### src/rtl/ariane_axi_pkg.sv
// ============================================================================
//  Module      : ariane_axi (package)
//  Description : AXI4 channel and request/response bundle types with the
//                ariane_axi field layout (4-bit ID, 64-bit address/data).
//  Revision    : 1.0 - initial release
// ============================================================================
`default_nettype none

package ariane_axi;

  typedef struct packed {
    logic [3:0]  id;
    logic [63:0] addr;
    logic [7:0]  len;
    logic [2:0]  size;
    logic [1:0]  burst;
    logic        lock;
    logic [3:0]  cache;
    logic [2:0]  prot;
    logic [3:0]  qos;
    logic [3:0]  region;
    logic [5:0]  atop;
    logic        user;
  } aw_chan_t;

  typedef struct packed {
    logic [3:0]  id;
    logic [63:0] addr;
    logic [7:0]  len;
    logic [2:0]  size;
    logic [1:0]  burst;
    logic        lock;
    logic [3:0]  cache;
    logic [2:0]  prot;
    logic [3:0]  qos;
    logic [3:0]  region;
    logic        user;
  } ar_chan_t;

  typedef struct packed {
    logic [63:0] data;
    logic [7:0]  strb;
    logic        last;
    logic        user;
  } w_chan_t;

  typedef struct packed {
    logic [3:0] id;
    logic [1:0] resp;
    logic       user;
  } b_chan_t;

  typedef struct packed {
    logic [3:0]  id;
    logic [63:0] data;
    logic [1:0]  resp;
    logic        last;
    logic        user;
  } r_chan_t;

  typedef struct packed {
    aw_chan_t aw;
    logic     aw_valid;
    w_chan_t  w;
    logic     w_valid;
    logic     b_ready;
    ar_chan_t ar;
    logic     ar_valid;
    logic     r_ready;
  } req_t;

  typedef struct packed {
    logic    aw_ready;
    logic    ar_ready;
    logic    w_ready;
    logic    b_valid;
    b_chan_t b;
    logic    r_valid;
    r_chan_t r;
  } resp_t;

endpackage

`default_nettype wire

### src/rtl/axi_poll_pkg.sv
// ============================================================================
//  Module      : axi_poll_pkg
//  Description : Shared FSM state type, AXI encodings and default parameter
//                values for the periodic AXI poll reader.
//  Revision    : 1.0 - initial release
// ============================================================================
`default_nettype none

package axi_poll_pkg;

  typedef enum logic [2:0] {
    START_WAIT  = 3'd0,
    PERIOD_WAIT = 3'd1,
    ADDR        = 3'd2,
    DATA        = 3'd3,
    DONE        = 3'd4
  } state_e;

  localparam logic [1:0] AXI_BURST_FIXED = 2'b00;
  localparam logic [1:0] AXI_BURST_INCR  = 2'b01;
  localparam logic [1:0] AXI_BURST_WRAP  = 2'b10;
  localparam logic [2:0] AXI_SIZE_8B     = 3'd3;
  localparam logic [3:0] AXI_AR_ID       = 4'd1;

  localparam int          DEF_ADDR_W      = 64;
  localparam int          DEF_DATA_W      = 64;
  localparam logic [63:0] DEF_BASE_ADDR   = 64'hBC00_0000;
  localparam int          DEF_NUM_ADDR    = 4;
  localparam logic [63:0] DEF_STRIDE      = 64'h8;
  localparam int          DEF_BURST_LEN   = 1;
  localparam int          DEF_START_DELAY = 250_000_000;
  localparam int          DEF_PERIOD      = 5_000_000;
  localparam int          DEF_TIMEOUT     = 1024;
  localparam int          TIMER_W         = 32;

endpackage

`default_nettype wire

### src/rtl/axi_poll_reader_timer.sv
// ============================================================================
//  Module      : poll_timer
//  Description : Loadable up-counter; tc_o pulses when the count equals
//                limit_i while enabled, and the counter then restarts at 0.
//  Revision    : 1.0 - initial release
// ============================================================================
`default_nettype none

module poll_timer #(
  parameter int WIDTH = 32
) (
  input  logic             clk_i,
  input  logic             rst_i,
  input  logic             load_i,
  input  logic [WIDTH-1:0] load_val_i,
  input  logic             en_i,
  input  logic [WIDTH-1:0] limit_i,
  output logic             tc_o
);

  logic [WIDTH-1:0] cnt_q, cnt_d;

  assign tc_o = en_i && (cnt_q == limit_i);

  // Next count: load wins, terminal count wraps to zero, otherwise count up
  always_comb begin
    cnt_d = cnt_q;
    if (load_i)    cnt_d = load_val_i;
    else if (tc_o) cnt_d = '0;
    else if (en_i) cnt_d = cnt_q + 1'b1;
  end

  // Count register
  always_ff @(posedge clk_i) begin
    if (rst_i) cnt_q <= '0;
    else       cnt_q <= cnt_d;
  end

endmodule

`default_nettype wire

### src/rtl/axi_poll_reader.sv
// ============================================================================
//  Module      : axi_poll_reader
//  Description : Periodically issues AXI read bursts over a table of
//                addresses, publishing the first beat of each burst.
//                Optional watchdog enabled by defining AXI_POLL_WATCHDOG_EN.
//  Revision    : 1.0 - initial release
// ============================================================================
`default_nettype none

module axi_poll_reader
  import axi_poll_pkg::*;
#(
  parameter int          ADDR_W      = DEF_ADDR_W,
  parameter int          DATA_W      = DEF_DATA_W,
  parameter logic [63:0] BASE_ADDR   = DEF_BASE_ADDR,
  parameter int          NUM_ADDR    = DEF_NUM_ADDR,
  parameter logic [63:0] STRIDE      = DEF_STRIDE,
  parameter int          BURST_LEN   = DEF_BURST_LEN,
  parameter int          START_DELAY = DEF_START_DELAY,
  parameter int          PERIOD      = DEF_PERIOD,
  parameter int          TIMEOUT     = DEF_TIMEOUT
) (
  input  logic              clk_i,
  input  logic              rst_i,
  input  logic              en_i,
  output ariane_axi::req_t  axi_req_o,
  input  ariane_axi::resp_t axi_resp_i,
  output logic [DATA_W-1:0] data_o,
  output logic [7:0]        leds_o,
  output logic              data_valid_o,
  output logic [7:0]        addr_idx_o,
  output logic [15:0]       err_cnt_o,
  output logic              busy_o,
  output logic              timeout_o
);

  state_e              state_q, state_d;
  logic                w_ar_valid, w_r_ready, w_busy;
  logic                w_tc, w_tmr_load, w_tmr_en;
  logic [TIMER_W-1:0]  w_tmr_limit;
  logic                w_ar_hs, w_r_hs;
  logic [63:0]         w_ar_addr;

  logic [DATA_W-1:0]   beat_q, data_q;
  logic [7:0]          leds_q, idx_q;
  logic [15:0]         err_cnt_q;
  logic                first_q, burst_err_q, dv_q;

  assign w_ar_hs   = w_ar_valid && axi_resp_i.ar_ready;
  assign w_r_hs    = w_r_ready && axi_resp_i.r_valid;
  assign w_ar_addr = BASE_ADDR + 64'(idx_q) * STRIDE;

  // Start-up delay and inter-poll period share one timer; it is parked at 0
  // while a transaction is in flight so PERIOD_WAIT always starts fresh.
  assign w_tmr_load  = !((state_q == START_WAIT) || (state_q == PERIOD_WAIT));
  assign w_tmr_en    = (state_q == START_WAIT) || ((state_q == PERIOD_WAIT) && en_i);
  assign w_tmr_limit = (state_q == START_WAIT) ? TIMER_W'(START_DELAY - 1)
                                               : TIMER_W'(PERIOD - 1);

  poll_timer #(.WIDTH(TIMER_W)) u_timer (
    .clk_i      (clk_i),
    .rst_i      (rst_i),
    .load_i     (w_tmr_load),
    .load_val_i ('0),
    .en_i       (w_tmr_en),
    .limit_i    (w_tmr_limit),
    .tc_o       (w_tc)
  );

  // FSM state register
  always_ff @(posedge clk_i) begin
    if (rst_i) state_q <= START_WAIT;
    else       state_q <= state_d;
  end

  // FSM next-state logic; en_i only gates PERIOD_WAIT so bursts never abort
  always_comb begin
    state_d = state_q;
    case (state_q)
      START_WAIT:  if (w_tc) state_d = PERIOD_WAIT;
      PERIOD_WAIT: if (w_tc) state_d = ADDR;
      ADDR:        if (axi_resp_i.ar_ready) state_d = DATA;
      DATA:        if (axi_resp_i.r_valid && axi_resp_i.r.last) state_d = DONE;
      DONE:        state_d = PERIOD_WAIT;
      default:     state_d = START_WAIT;
    endcase
  end

  // FSM outputs decoded from the current state
  always_comb begin
    w_ar_valid = (state_q == ADDR);
    w_r_ready  = (state_q == DATA);
    w_busy     = (state_q == ADDR) || (state_q == DATA) || (state_q == DONE);
  end

  // AXI request: read address channel only, write channels held idle
  always_comb begin
    axi_req_o          = '0;
    axi_req_o.ar.id    = AXI_AR_ID;
    axi_req_o.ar.addr  = w_ar_addr;
    axi_req_o.ar.len   = 8'(BURST_LEN - 1);
    axi_req_o.ar.size  = AXI_SIZE_8B;
    axi_req_o.ar.burst = AXI_BURST_INCR;
    axi_req_o.ar_valid = w_ar_valid;
    axi_req_o.r_ready  = w_r_ready;
  end

  // Burst capture and result publication
  always_ff @(posedge clk_i) begin
    if (rst_i) begin
      beat_q      <= '0;
      data_q      <= '0;
      leds_q      <= '0;
      idx_q       <= '0;
      err_cnt_q   <= '0;
      first_q     <= 1'b0;
      burst_err_q <= 1'b0;
      dv_q        <= 1'b0;
    end else begin
      dv_q <= 1'b0;
      if (state_q == ADDR) begin
        first_q     <= 1'b1;
        burst_err_q <= 1'b0;
      end
      if ((state_q == DATA) && w_r_hs) begin
        if (first_q) begin
          beat_q  <= axi_resp_i.r.data[DATA_W-1:0];
          first_q <= 1'b0;
        end
        if (axi_resp_i.r.resp[1]) burst_err_q <= 1'b1;
      end
      if (state_q == DONE) begin
        data_q <= beat_q;
        leds_q <= beat_q[7:0];
        dv_q   <= 1'b1;
        if (burst_err_q && (err_cnt_q != 16'hFFFF)) err_cnt_q <= err_cnt_q + 16'd1;
        idx_q  <= (idx_q == 8'(NUM_ADDR - 1)) ? 8'd0 : idx_q + 8'd1;
      end
    end
  end

`ifdef AXI_POLL_WATCHDOG_EN
  logic [TIMER_W-1:0] wd_q;
  logic               timeout_q;
  logic               w_wd_run;

  assign w_wd_run = (state_q == ADDR) || (state_q == DATA);

  // Watchdog: counts stalled cycles in ADDR/DATA, any handshake restarts it;
  // it only observes the bus, so handshakes proceed regardless of the flag.
  always_ff @(posedge clk_i) begin
    if (rst_i) begin
      wd_q      <= '0;
      timeout_q <= 1'b0;
    end else if (!w_wd_run || w_ar_hs || w_r_hs) begin
      wd_q <= '0;
    end else if (wd_q != TIMER_W'(TIMEOUT)) begin
      wd_q <= wd_q + 1'b1;
      if (wd_q == TIMER_W'(TIMEOUT - 1)) timeout_q <= 1'b1;
    end
  end

  assign timeout_o = timeout_q;
`else
  assign timeout_o = 1'b0;
`endif

  logic w_unused_resp;
  assign w_unused_resp = ^{axi_resp_i.aw_ready, axi_resp_i.w_ready, axi_resp_i.b_valid,
                           axi_resp_i.b, axi_resp_i.r.id, axi_resp_i.r.resp[0],
                           axi_resp_i.r.user, axi_resp_i.r.data, w_ar_hs};

  assign data_o       = data_q;
  assign leds_o       = leds_q;
  assign data_valid_o = dv_q;
  assign addr_idx_o   = idx_q;
  assign err_cnt_o    = err_cnt_q;
  assign busy_o       = w_busy;

endmodule

`default_nettype wire
### config.mk
export PLATFORM = sky130hd
export DESIGN_NAME = axi_poll_reader
export DESIGN_NICKNAME = d
export VERILOG_FILES = /design/src/rtl/ariane_axi_pkg.sv /design/src/rtl/axi_poll_pkg.sv /design/src/rtl/axi_poll_reader_timer.sv /design/src/rtl/axi_poll_reader.sv
export SDC_FILE = /design/constraint.sdc
export NUM_CORES = 1
export LEC_CHECK = 0
export BUFFER_PORTS_ARGS = -buffer_cell sky130_fd_sc_hd__buf_2
export CAP_MARGIN = 20
export CORE_MARGIN = 2
export CORE_UTILIZATION = 30
export CTS_BUF_LIST = sky130_fd_sc_hd__clkbuf_2
export DETAILED_ROUTE_END_ITERATION = 8
export GPL_TIMING_DRIVEN = 0
export MAX_ROUTING_LAYER = met4
export PLACE_DENSITY = 0.57
export SKIP_LAST_GASP = 1
export SYNTH_ARGS = -nofsm -noshare
export SYNTH_HDL_FRONTEND = slang
export SYNTH_SLANG_ARGS = --single-unit
### constraint.sdc
create_clock -name clk_i -period 4.7 [get_ports clk_i]
set_clock_uncertainty 0.1 [all_clocks]
set_input_delay 0.47 -clock clk_i [delete_from_list [all_inputs] [get_ports clk_i]]
set_output_delay 0.47 -clock clk_i [all_outputs]
set_load 0.03 [all_outputs]
-- Word-level counts from Yosys, hierarchy flattened
Cells that the tools add are included.
- output and inout port bits: 380
- register bits after elaboration: 198
- multiplexer cells: 14
- equality and inequality tests: 11
- bitwise logic cells: 1
- add/sub/neg operators: 4
- reductions and logical operators: 15
- operators with widths (kind ; count):
    32-bit by 11-bit adder with 33-bit output, first input constant ; 1
    32-bit by 1-bit adder with 32-bit output, second input constant ; 1
    32-bit by 28-bit == test with 1-bit output ; 1
    28-bit two-way mux ; 1
    16-bit by 1-bit adder with 16-bit output, second input constant ; 1
    16-bit != test, second input constant ; 1
    3-bit case mux with 5 select lines ; 1
    3-bit two-way mux ; 4
    8-bit by 1-bit adder with 8-bit output, second input constant ; 1
    8-bit by 2-bit == test with 1-bit output, second input constant ; 1
    8-bit two-way mux ; 1
    1-bit two-way mux ; 7
    3-bit by 2-bit == test with 1-bit output, second input constant ; 2
    1-bit logical AND ; 6
    2-bit by 1-bit != test with 1-bit output, second input constant ; 3
    1-bit logical OR ; 4
    2-bit AND reduction ; 2
    4-bit AND reduction ; 1
    3-bit by 1-bit == test with 1-bit output, second input constant ; 1
    3-bit == test, second input constant ; 1
    3-bit zero test ; 1
    3-bit OR reduction ; 1
    2-bit != test, second input constant ; 1
    1-bit inverter ; 1

-- Logic depth before layout (Yosys ltp)
- word-level depth: 6
- gate-level depth with buffers: 7
- mapped depth without buffers: 6

-- Modules after synthesis
Synthesis repeated with hierarchy kept, for this count alone.
- cell total of the unflattened synthesis: 1330
- area total of the unflattened synthesis: 10382.5 um^2
- modules (own cells, without submodules) (module ; area an instance (um^2) ; cells an instance ; times used):
    axi_poll_reader ; 7981.4 ; 1020 ; 1
    poll_timer ; 2401.1 ; 310 ; 1

-- Worst setup path after synthesis
No wires, ideal clock.
- path type: flip-flop to flip-flop
- start: reg err_cnt_q[7] (netlist: err_cnt_o[7])
- end: reg err_cnt_q[15] (netlist: err_cnt_o[15])
- period minus slack after synthesis: 1.860 ns
- stages on the path, launching flop included: 6
- buffers on the path: 0
- arrival: 1.633 ns
- path slack: 2.840 ns
- setup time: 0.128 ns
- path through: dfxtp_1 > nand4_1 > or2_1 > nor4_1 > xnor2_1 > nor2_1
- word-level cells in the longest chain between the ends: 3
- RTL lines (item ; RTL line ; text):
    from (decl) ; axi_poll_reader.sv:46 ; logic [15:0] err_cnt_q;
    from (signal assigned) ; axi_poll_reader.sv:136 ; if (burst_err_q && (err_cnt_q != 16'hFFFF)) err_cnt_q <= err_cnt_q + 16'd1;
    branches (longest 3 deep; another with 16-bit by 1-bit adder with 16-bit output) ; - ;
Several ways; the timed one is not identified.
A chain may end at the register's enable or synchronous reset.

-- Worst setup path in the final report
- start: reg state_q[0]
- end: out busy_o
- word-level cells in the longest chain between the ends: 3
- RTL lines (item ; RTL line ; text):
    from (decl) ; axi_poll_reader.sv:37 ; state_e state_q, state_d;
    from (signal assigned) ; axi_poll_reader.sv:73 ; else state_q <= state_d;
    3-bit by 2-bit == test with 1-bit output ; axi_poll_reader.sv:93 ; w_busy = (state_q == ADDR) || (state_q == DATA) || (state_q == DONE);
    1-bit logical OR ; axi_poll_reader.sv:93 ;
    1-bit logical OR (*) ; axi_poll_reader.sv:93 ;
    to (decl) ; axi_poll_reader.sv:33 ; output logic busy_o,
Mark *: on every way between the ends. The rest lies on a longest branch, timed or not.

==> impl_metrics.py <==
metrics = {
    "run_status": {
        "status": "complete, no violations",
    },
    "placed_design": {
        "gp_congestion": 0.846,
        "post_dp_cell_area_mm2": 0.0120,
        "port_buffers": 177,
        "hpwl_mm": 19.7,
        "dp_cells": 2054,
    },
    "die": {
        "die_w_um": 183,
        "fp.coreArea_mm2": 0.0315,
        "die_y_um": 183,
        "initial_core_util_pct": 30.4,
        "pin_count": 467,
        "num_rows": 65,
        "design.die.area_mm2": 0.0334,
    },
    "synth": {
        "syn_area_per_cell_um2": 7.95,
        "yosys_warnings": 0,
        "syn_inst": 1204,
        "synth_edf_count": 0,
        "ys_seq_area_share_pct": 39.7,
        "synth_area_mm2": 0.00958,
        "synth_top_flop_cell": "dfxtp_1",
        "synth_seq_cells": 190,
        "yosysUniqueCellTypes": 49,
        "synthArstFlopShare_pct": 0,
    },
    "timing": {
        "fmax_mhz": 308,
        "max-slew-margin-rel_pct": 47.1,
        "tightestPinTransition_ns": 0.794,
        "holdWs_ns": 0.112,
        "setup_viol": 0,
        "finalMaxSlewViolations": 0,
        "period_minus_slack_ns": 3.24,
        "min_period_over_period_pct": 69.0,
        "tns_ns": 0,
        "rsz0062_at_grt": "false",
        "hold_viol": 0,
    },
    "routing": {
        "met2_length_mm": 12.6,
        "vias": 8509,
        "wl_per_cell_um": 12.0,
        "drc_errors": 0,
        "wl_met1_mm": 11.2,
        "wirelength_mm": 25.8,
        "viasPerCell": 3.95,
        "drt_pass1_iterations": 5,
        "top_layer": "met4",
        "route.met3.wl_mm": 1.52,
        "ant_nets": 0,
        "drtIter0Drc": 342,
    },
    "power_and_ir_drop": {
        "p_int_mw": 2.03,
        "p_switching_mw": 1.06,
        "total_power_mw": 3.10,
        "p_seq_share_pct": 52.5,
        "p_sw_share_pct": 34.3,
        "peakVddDrop_mv": 0.151,
        "leakagePower_nw": 6.15,
        "clkPwrFrac_pct": 28.5,
        "share_comb_of_total_power_pct": 19.0,
        "pwr_density_cell_mw_per_mm2": 239,
    },
    "setup_path": {
        "path_max_fanout": 10,
        "cp.required_ns": 4.13,
        "arrival_ns": 2.67,
        "critPathLaunchType": "flop",
        "r2r-start": "state_q[2]",
        "path_class": "reg2out",
        "ff2ff_setup_slack_ns": 2.21,
        "rr_endpoint": "data_o[46]",
        "ff2ff_path_depth": 7,
        "cp-end-kind": "output pin",
    },
    "cells_and_area": {
        "syn2layout_area_growth_pct": 35.3,
        "drive_gt1_share_pct": 29.9,
        "fin_cells": 2156,
        "final_area_mm2": 0.0130,
        "nNetsFinal": 1830,
    },
    "clock_network": {
        "cts_tree": "built",
        "clockBufferDepth": 2,
        "post_cts_resized": 0,
        "cts_root_buf": "clkbuf_2",
        "cts_sinks": 190,
        "clock_latency_ns": 0.79,
        "cts_buffers": 17,
        "cts_max_level": 4,
        "cts.reportedPaths.clkPinSlew_ns": 0.33,
    },
    "global_routing": {
        "antenna_found_initial": 1,
        "grt_pass1_vias": 7695,
        "grt_max_degree": 22,
        "globalRouteOverflowTotal": 0,
        "gr-usage-all-layers_pct": 15.4,
        "grt_pass1_wl_mm": 39.4,
    },
    "hold_path": {
        "holdPathStages": 4,
        "hp-start": "axi_resp_i[72]",
        "whs_endpoint": "state_q[1]",
        "hold_class": "in2reg",
    },
    "flow_run": {
        "max_cap_violations": 0,
    },
}
==> through the flow <==
stage / util [%] / setup slack [ns]
finish: 41.2 / 1.46
global route: 41.2 / 1.22
CTS: 41.1 / 1.33
detailed placement: 38.1 / 1.89
global placement: 38.1 / 1.98
floorplan: - / 2.84
==> cells in the mapped netlist, types with 3 or more instances <==
library cell  count  share of area [%]
o21ai_0           5               0.26
xor2_1           25                2.3
or3_1             4               0.26
buf_4           292                 23
a21oi_1         134                7.0
and3_1            7               0.46
nand4bb_1         3               0.35
and4_1            5               0.46
dfxtp_1         190                 40
and2_1            4               0.26
nand3_1          26                1.4
nor2b_1           3               0.20
buf_1             6               0.24
clkbuf_1         33                1.3
nor2_1           64                2.5
buf_2            13               0.68
nand4_1          17                1.1
nand2_1         276                 11
xnor2_1          25                2.3
nor3_1           20                1.0
inv_1             4               0.16
nand2b_1          3               0.20
nor4_1           11               0.72
ha_1              3               0.39
==> layout make-up <==
cell class                 count  area (um^2)
timing repair buffer         247         1580
tap                          402          503
sequential                   190         3800
fill                        3231        18500
clock inverter                15          189
buffer                       344         2400
antenna                        1         2.50
inverter                       4         15.0
clock buffer                  17         85.1
multi-input combinational    936         4370
==> worst max-delay path, stage by stage, from the launching register on <==
cell and delay, ns:
dfxtp_1 0.54, buf_2 0.25, nor2_1 0.07, nand2_1 0.20, clkbuf_1 0.53, nand2_1 0.10, buf_2 0.20
==> cell families after synthesis <==
logic type                 count (synthesis)  share of synthesized area, %
AOI/OAI and AO/OA                        148                          8.01
xor gates and xnor gates                  50                          4.57
adders and majority gates                  3                         0.392
buffers and inverters                    348                          25.3
DFF                                      190                          39.7
muxes                                      1                         0.105
other                                      2                        0.0784
and+or+nand+nor                          462                          21.9
==> cell usage in the layout (no fill, tap or decap), drive strengths merged, types with 19 or more instances in the layout <==
cell,instances
xnor2,25
conb,272
nand2,276
nand4,19
nor3,20
nor2,64
xor2,25
dlygate4sd3,69
dfxtp,190
a21oi,135
clkbuf,50
buf,489
nand3,27
==> what timing repair did <==
item                                   CTS  global route
setup buffers                            0             0
endpoints found under the hold margin   68             0
hold buffers                            69             0
==> worst max-delay path by stage <==
stage	from	endpoint	slack [ns]
2_1_floorplan	err_cnt_o[7]	err_cnt_o[15]	2.84
3_3_place_gp	rst_i	err_cnt_o[14]	1.98
4_1_cts	state_q[0]	busy_o	1.33
5_1_grt	state_q[0]	busy_o	1.22
3_5_place_dp	rst_i	err_cnt_o[6]	1.89
6_report	state_q[0]	busy_o	1.46
==> metal layers <==
metal,GRT usage [%],up-vias
li1,-,4427
met1,18.4,3752
met2,26.5,303
met3,2.51,27
met4,4.74,0
met5,-,-
==> power by group through the flow <==
stage	clock network, mW	registers (mW)	logic (mW)
3_3_place_gp	0	1.65	0.533
3_5_place_dp	0	1.65	0.534
2_1_floorplan	0	1.65	0.486
6_report	0.882	1.63	0.590
5_1_grt	0.990	1.63	0.624
4_1_cts	0.930	1.63	0.580
==> registers in the layout, summed over array words and instances (netlist names) <==
register       flops
data_o            64
addr_idx_o         8
burst_err_q        1
beat_q            64
first_q            1
state_q            3
u_timer.cnt_q     32
err_cnt_o         16
data_valid_o       1
Note: power is estimated with default switching activity, not from simulation.
